### config.mk
export PLATFORM = sky130hd
export DESIGN_NAME = ssd_scan_driver
export DESIGN_NICKNAME = d
export VERILOG_FILES = /design/src/rtl/ssd_scan_driver.sv
export SDC_FILE = /design/constraint.sdc
export NUM_CORES = 1
export LEC_CHECK = 0
export ABC_CLOCK_PERIOD_IN_PS = 3700
export BUFFER_PORTS_ARGS = -buffer_cell sky130_fd_sc_hd__buf_2
export CAP_MARGIN = 20
export CORE_MARGIN = 4
export CORE_UTILIZATION = 56
export DETAILED_ROUTE_END_ITERATION = 8
export MAX_ROUTING_LAYER = met4
export PLACE_DENSITY_LB_ADDON = 0.25
export SYNTH_ARGS = -nofsm -noshare
export SYNTH_HDL_FRONTEND = slang
export SYNTH_SLANG_ARGS = --single-unit
### constraint.sdc
create_clock -name clk -period 3.7 [get_ports clk]
set_input_delay 1.11 -clock clk [delete_from_list [all_inputs] [get_ports clk]]
set_output_delay 1.11 -clock clk [all_outputs]
set_load 0.05 [all_outputs]
### src/rtl/ssd_scan_driver.sv
// Seven-segment scan driver: converts a 13-bit binary value to 4-digit BCD
// with a sequential double-dabble engine. It then time-multiplexes the digits
// onto a common-anode display. Anodes and segments are active low.
module ssd_scan_driver #(
  parameter int REFRESH_DIV = 100000,
  parameter int CNT_W       = 24
) (
  input  logic        clk,
  input  logic        rst,
  input  logic [12:0] value_i,
  input  logic        blank_lz_i,
  output logic [15:0] bcd_o,
  output logic        bcd_valid_o,
  output logic [3:0]  anode_o,
  output logic [6:0]  seg_o
);

  typedef enum logic [1:0] {
    ST_IDLE  = 2'd0,
    ST_SHIFT = 2'd1,
    ST_DONE  = 2'd2
  } state_t;

  localparam logic [CNT_W-1:0] CNT_LAST  = CNT_W'(REFRESH_DIV - 1);
  localparam logic [3:0]       SHIFT_END = 4'd12;
  localparam logic [6:0]       SEG_BLANK = 7'b1111111;
  localparam logic [6:0]       SEG_ZERO  = 7'b1000000;

  // Double-dabble correction: any BCD nibble of 5 or more gets 3 added, so
  // that the following left shift carries correctly into the next decade.
  function automatic logic [15:0] dabble_adjust(input logic [15:0] bcd);
    logic [15:0] r;
    r = bcd;
    for (int i = 0; i < 4; i++) begin
      if (r[4*i +: 4] >= 4'd5) begin
        r[4*i +: 4] = r[4*i +: 4] + 4'd3;
      end
    end
    return r;
  endfunction

  // Active-low glyphs {g,f,e,d,c,b,a}; codes above 9 never occur but stay dark.
  function automatic logic [6:0] seg_glyph(input logic [3:0] nib);
    logic [6:0] g;
    case (nib)
      4'd0:    g = 7'b1000000;
      4'd1:    g = 7'b1111001;
      4'd2:    g = 7'b0100100;
      4'd3:    g = 7'b0110000;
      4'd4:    g = 7'b0011001;
      4'd5:    g = 7'b0010010;
      4'd6:    g = 7'b0000010;
      4'd7:    g = 7'b1111000;
      4'd8:    g = 7'b0000000;
      4'd9:    g = 7'b0010000;
      default: g = SEG_BLANK;
    endcase
    return g;
  endfunction

  state_t      state_q, state_d;
  logic [28:0] shreg_q, shreg_d;
  logic [3:0]  shcnt_q, shcnt_d;
  logic [15:0] bcd_q, bcd_d;
  logic        bcd_valid_q, bcd_valid_d;
  logic [CNT_W-1:0] cnt_q, cnt_d;
  logic [1:0]  digit_q, digit_d;
  logic [3:0]  anode_q, anode_d;
  logic [6:0]  seg_q, seg_d;

  logic [28:0] shreg_adj;
  logic        cnt_tick;
  logic [3:0]  sel_nib;
  logic        sel_lead_zero;

  // State and datapath registers; reset forces a clean IDLE and digit 0 at once.
  always_ff @(posedge clk or posedge rst) begin
    if (rst) begin
      state_q     <= ST_IDLE;
      shreg_q     <= '0;
      shcnt_q     <= '0;
      bcd_q       <= '0;
      bcd_valid_q <= 1'b0;
      cnt_q       <= '0;
      digit_q     <= '0;
      anode_q     <= 4'b1110;
      seg_q       <= SEG_ZERO;
    end else begin
      state_q     <= state_d;
      shreg_q     <= shreg_d;
      shcnt_q     <= shcnt_d;
      bcd_q       <= bcd_d;
      bcd_valid_q <= bcd_valid_d;
      cnt_q       <= cnt_d;
      digit_q     <= digit_d;
      anode_q     <= anode_d;
      seg_q       <= seg_d;
    end
  end

  // Conversion FSM: sample in IDLE, 13 adjust-and-shift steps, then publish.
  // value_i is only looked at in IDLE, so a conversion in flight is coherent.
  always_comb begin
    state_d     = state_q;
    shreg_d     = shreg_q;
    shcnt_d     = shcnt_q;
    bcd_d       = bcd_q;
    bcd_valid_d = 1'b0;
    shreg_adj   = {dabble_adjust(shreg_q[28:13]), shreg_q[12:0]};
    case (state_q)
      ST_IDLE: begin
        shreg_d = {16'b0, value_i};
        shcnt_d = '0;
        state_d = ST_SHIFT;
      end
      ST_SHIFT: begin
        shreg_d = shreg_adj << 1;
        shcnt_d = shcnt_q + 4'd1;
        if (shcnt_q == SHIFT_END) begin
          state_d = ST_DONE;
        end
      end
      ST_DONE: begin
        // bcd_o and its valid pulse update together on the edge leaving DONE.
        bcd_d       = shreg_q[28:13];
        bcd_valid_d = 1'b1;
        state_d     = ST_IDLE;
      end
      default: begin
        state_d = ST_IDLE;
      end
    endcase
  end

  // Refresh divider: the wrap cycle of the counter advances the digit index.
  always_comb begin
    cnt_tick = (cnt_q == CNT_LAST);
    cnt_d    = cnt_tick ? '0 : cnt_q + 1'b1;
    digit_d  = cnt_tick ? digit_q + 2'd1 : digit_q;
  end

  // Digit select: pick the nibble and decide whether it is a leading zero,
  // i.e. it and every more significant nibble are zero. Digit 0 never blanks.
  always_comb begin
    sel_nib       = bcd_q[3:0];
    sel_lead_zero = 1'b0;
    case (digit_q)
      2'd0: begin
        sel_nib       = bcd_q[3:0];
        sel_lead_zero = 1'b0;
      end
      2'd1: begin
        sel_nib       = bcd_q[7:4];
        sel_lead_zero = (bcd_q[15:4] == 12'd0);
      end
      2'd2: begin
        sel_nib       = bcd_q[11:8];
        sel_lead_zero = (bcd_q[15:8] == 8'd0);
      end
      default: begin
        sel_nib       = bcd_q[15:12];
        sel_lead_zero = (bcd_q[15:12] == 4'd0);
      end
    endcase
  end

  // Display outputs, recomputed every cycle so index, value and blanking
  // changes all land one cycle later on the same edge.
  always_comb begin
    anode_d = ~(4'b0001 << digit_q);
    if (blank_lz_i && sel_lead_zero) begin
      seg_d = SEG_BLANK;
    end else begin
      seg_d = seg_glyph(sel_nib);
    end
  end

  assign bcd_o       = bcd_q;
  assign bcd_valid_o = bcd_valid_q;
  assign anode_o     = anode_q;
  assign seg_o       = seg_q;

endmodule

* After elaboration in Yosys (flattened, before gate mapping)
Memory sizes are Yosys's and may differ from the RTL's. Index checks and enable logic that the tools add are counted.
Storage, ports and cells: bits in registers 89, bits in read-only memories 112, output and inout bits 28, logic and storage cells 50, memories kept 1
Cells by class: $add $sub $neg 7, $lt $le $gt $ge 4, eq/ne operators 7, shift operators 1, mux-type cells 13, bitwise operators 1, reduce and logical (&&, ||, !) cells 7
Memories:
- (no name shown) | depth 16, bits a word 7, rd ports 1, clocked after Yosys merged registers in 0, wr ports 0, line 45 | case (nib)
Operators by type and width (count):
- $pmux W29 S2 | 1
- $add A24 B1 Y24 const B | 1
- $eq A24 B17 Y1 const B | 1
- $mux W24 | 1
- $ge A4 B3 Y1 const B | 4
- $add A4 B2 Y4 const B | 3
- $logic_not A12 Y1 | 1
- $mux W4 | 3
- $pmux W4 S3 | 1
- $logic_not A8 Y1 | 1
- $pmux W4 S2 | 1
- $mux W7 | 1
- $add A4 B1 Y4 const B | 1
- $eq A2 B1 Y1 const B | 2
- $eq A2 B2 Y1 const B | 2
- $eq A4 B4 Y1 const B | 1
- $logic_not A2 Y1 | 2
- $logic_not A4 Y1 | 1
- $not A4 Y4 | 1
- $pmux W2 S2 | 1
- $shl A1 B2 Y4 const A | 1
- $add A3 B2 Y3 const B | 1
- $mux W3 | 1
- $pmux W1 S3 | 1
- other kinds (6) | 6

* Depth between registers and ports, before layout
depth in word-level cells 4, depth in mapped cells 8, mapped depth without buffers 8

* Worst setup path before layout
No wires, ideal clock.
path type flip-flop to flip-flop, from register digit_q[1], to register seg_q[3], in the netlist seg_o[3], setup time 0.135 ns, arrival time 1.862 ns, data required time 3.565 ns, setup slack 1.703 ns, cell stages (with the launch flop) 8, buffers on the path 1, period minus slack after synthesis 1.997 ns, path through dfrtp_1 ha_1 clkbuf_1 mux2i_1 inv_1 ha_1 o21ai_0 nand4_1
Between the ends: cells in the longest elaborated chain, start to end 4, elaborated cells between the ends (all ways) 8, those cells by class eq/ne: 2; mux: 3; reduce/logical: 2; memory: 1
RTL lines:
- from (decl) | line 67 | logic [1:0] digit_q, digit_d;
- from (signal assigned) | line 95 | digit_q <= digit_d;
- $eq A2 B2 Y1, or another cell as far along | line 147 | case (digit_q)
- $pmux W4 S3 / $pmux W1 S3 (equally long branches) | line 147
- $mem_v2 Z16 W7 / $logic_and A1 B1 Y1 (equally long branches)
- $mux W7 * | line 171 | if (blank_lz_i && sel_lead_zero) begin
- named net seg_d[3] | line 69 | logic [6:0] seg_q, seg_d;
- to (signal assigned) | line 97 | seg_q <= seg_d;
- to (decl) | line 69
The timed path passes the listed nets; every way through them passes the cells marked *. A chain may end at the register's enable or synchronous reset.

* Worst setup path after layout
from register digit_q[0], to register seg_q[3], in the netlist seg_o[3]
Same word-level chain as after synthesis.

==> impl_metrics.yaml <==
finish:
  area_growth_pct: 13.0
  finalInstanceArea_um2: 4880
  utilization: 0.662
  layout_commonest_cell: "dfrtp_1"
  diodes: 0
  drive_gt1_frac: 0.204
  final_cell_mix: "85 x dfrtp_1, 45 x nand2_1, 43 x buf_2, 39 x o21ai_0, 25 x inv_1"
  fin_nets: 481
  final_cell_count_no_fill: 550
run:
  max-cap-violations: 0
place:
  gp_congestion: 0.882
  dp_cells: 534
  pre_cts_ws_ns: 1.54
  place_hpwl_um: 5790
  placed_cell_area_um2: 4630
  io_buffers: 43
synth:
  synth_enable_flop_cells: 0
  ys_seq_area_frac: 0.517
  synth.top_cells.by_area: "dfrtp_1 49%, ha_1 5.5%, xnor2_1 4.9%"
  yosysWarnings: 0
  synthCells: 401
  synth_ff_type: "dfrtp_1"
  synth_nets: 436
  synth.avg_cell_area_um2: 10.8
  synth_seq_cells: 89
  ys_types: 43
  async_flop_share: 1.00
  synth_top_area_share: 0.493
  syn_area_um2: 4320
  synth_area_leader_cell: "dfrtp_1"
global_route:
  track_usage: 0.204
  grt_pass1_wl_um: 14200
  overflow: 0
  grt_pass1_vias: 3039
  antenna_found_initial: 0
  grt_max_degree: 47
pwr:
  p_int_mw: 1.75
  peakVddDrop_mv: 0.251
  p_total_mw: 2.70
  pwr-share-seq: 0.432
  p_comb_frac: 0.270
  p_leak_nw: 2.28
  p_per_area_nw_per_um2: 553
  p_switching_uw: 947
  swShare: 0.351
  power_frac_clock: 0.298
die:
  die-area_um2: 9180
  die_w_um: 95.8
  start_util: 0.586
  io_pins: 44
  die_h_um: 95.8
  fp-row-count: 31
  coreArea_um2: 7370
timing:
  hold_violations: 0
  max_slew_margin: 0.344
  fin_hold_ws_ns: 0.488
  worst_pin_slew_ns: 0.983
  period_share: 0.611
  slew_viol_final: 0
  rsz0062_at_grt: "no"
  min_period_ns: 2.26
  max_freq_mhz: 442
  setup_viol_count_final: 0
  layout_setup_ws_ns: 1.44
  setup_tns_ns: 0
  skew_ns: 0.00814
worst_setup_path:
  r2r_cells: 8
  slowest_stage: "dfrtp_1"
  crit_arrival_ns: 2.49
  crit_end: "seg_o[3]"
  worstPathMaxFanout: 6
  startpoint: "digit_q[0]"
  reg2reg_slack_ns: 1.44
  worstSetupEndpointType: "flop"
  timing.rr.end: "seg_o[3]"
  critical_path.max_stage_delay_ns: 0.43
  crit_type: "reg -> reg"
  crit_required_ns: 3.92
  path_cells: "inv_1 -> ha_1 -> a222oi_1 -> mux2i_1 -> inv_1 -> ha_1 -> o21ai_0 -> nand4_1"
  critPathLaunchType: "flop"
  r2r_start: "digit_q[0]"
clocking:
  hold_buffers: 0
  cts_max_path_buffers: 2
  cts_htree_levels: 3
  cts-root-buf: "clkbuf_8"
  clk_latency_ns: 0.35
  cts_buffers: 9
  cts_sinks: 89
  path_clk_slew_ns: 0.09
  cts_resized: 0
  cts_setup_buffers: 0
  cts_tree: "done"
routing:
  vias: 3067
  drt_first_pass_iters: 4
  drtAntennaViolNets: 0
  drcViolationCount: 0
  routed_wl_um: 8330
  via_per_inst: 5.58
  drt_iter0_markers: 190
  routedWlPerCell_um: 15.1
min_path:
  min_path_type: "reg -> reg"
outcome:
  status: "complete, no violations"
==> critical path: cells and delay by family, from the launching register on <==
family / cells / cell delay, ns
adder cells (fa/ha/maj): 2 / 0.66
AND/OR/NAND/NOR: 1 / 0.11
buffers and inverters: 2 / 0.27
AO/OA/AOI/OAI: 2 / 0.28
flip-flops: 1 / 0.43
multiplexers: 1 / 0.39
==> synth_stat cells (2+ instances only) <==
cell type	number
buf_1	2
nand2b_1	5
inv_1	26
nand3_1	15
ha_1	19
nand2_1	45
nor3b_1	3
xnor2_1	24
and3_1	4
dfrtp_1	85
nor4_2	2
clkbuf_1	10
nor2b_1	4
nand4_1	12
and4_1	3
mux2i_1	16
nor2_1	14
nor3_1	5
xor2_1	6
dfstp_2	4
a22o_1	5
a211oi_1	2
nor4b_1	2
a222oi_1	4
a21oi_1	6
nor4_1	3
mux2_2	18
o21ai_0	39
o31ai_1	4
==> worst min-delay path by stage <==
stage / cells after the start / slack [ns] / end / start
after floorplan: 1 / 0.45 / cnt_q[23] / cnt_q[23]
after global placement: 1 / 0.46 / cnt_q[23] / cnt_q[23]
after detailed placement: 2 / 0.47 / shreg_q[3] / shreg_q[3]
after CTS: 1 / 0.49 / cnt_q[23] / cnt_q[23]
after global routing: 1 / 0.50 / cnt_q[23] / cnt_q[23]
final: 1 / 0.49 / cnt_q[23] / cnt_q[23]
==> cell families (layout without fill, tap and decap cells) <==
logic type / after synthesis / count (layout) / share of synthesized area
AO/OA/AOI/OAI: 67 / 67 / 0.0959
XOR/XNOR: 30 / 30 / 0.0609
adder cells (fa/ha/maj): 19 / 19 / 0.0551
buffers and inverters: 40 / 90 / 0.0368
flip-flops: 89 / 89 / 0.517
multiplexers: 35 / 35 / 0.0872
AND/OR/NAND/NOR: 121 / 121 / 0.147
==> power by group through the flow <==
stage                     clock network (mW)  logic [mW]  registers (mW)
after floorplan                            0       0.241            1.48
after global placement                     0       0.716            1.18
after detailed placement                   0       0.727            1.18
after CTS                              0.810       0.730            1.16
after global routing                   0.847       0.778            1.18
final                                  0.804       0.728            1.16
==> state kept, by name, indices dropped and copies added, names as in the netlist <==
| register | count |
|---|---|
| state_q | 2 |
| digit_q | 2 |
| bcd_o | 16 |
| seg_o | 7 |
| cnt_q | 24 |
| shcnt_q | 4 |
| shreg_q | 29 |
| bcd_valid_o | 1 |
| anode_o | 4 |
==> routing by layer <==
metal,wire length (um),GRT usage
met5,0,-
met4,112,0.0782
met3,448,0.0383
met2,3950,0.325
met1,3820,0.258
==> layout make-up <==
type | count | area [um2]
clock buffer | 11 | 141
clock inverter | 5 | 103
fill | 598 | 2490
inverter | 26 | 98.8
multi-input combinational | 272 | 1930
sequential | 89 | 2230
tap | 99 | 124
timing repair buffer | 48 | 253
Power figures use the tool's default switching activity.
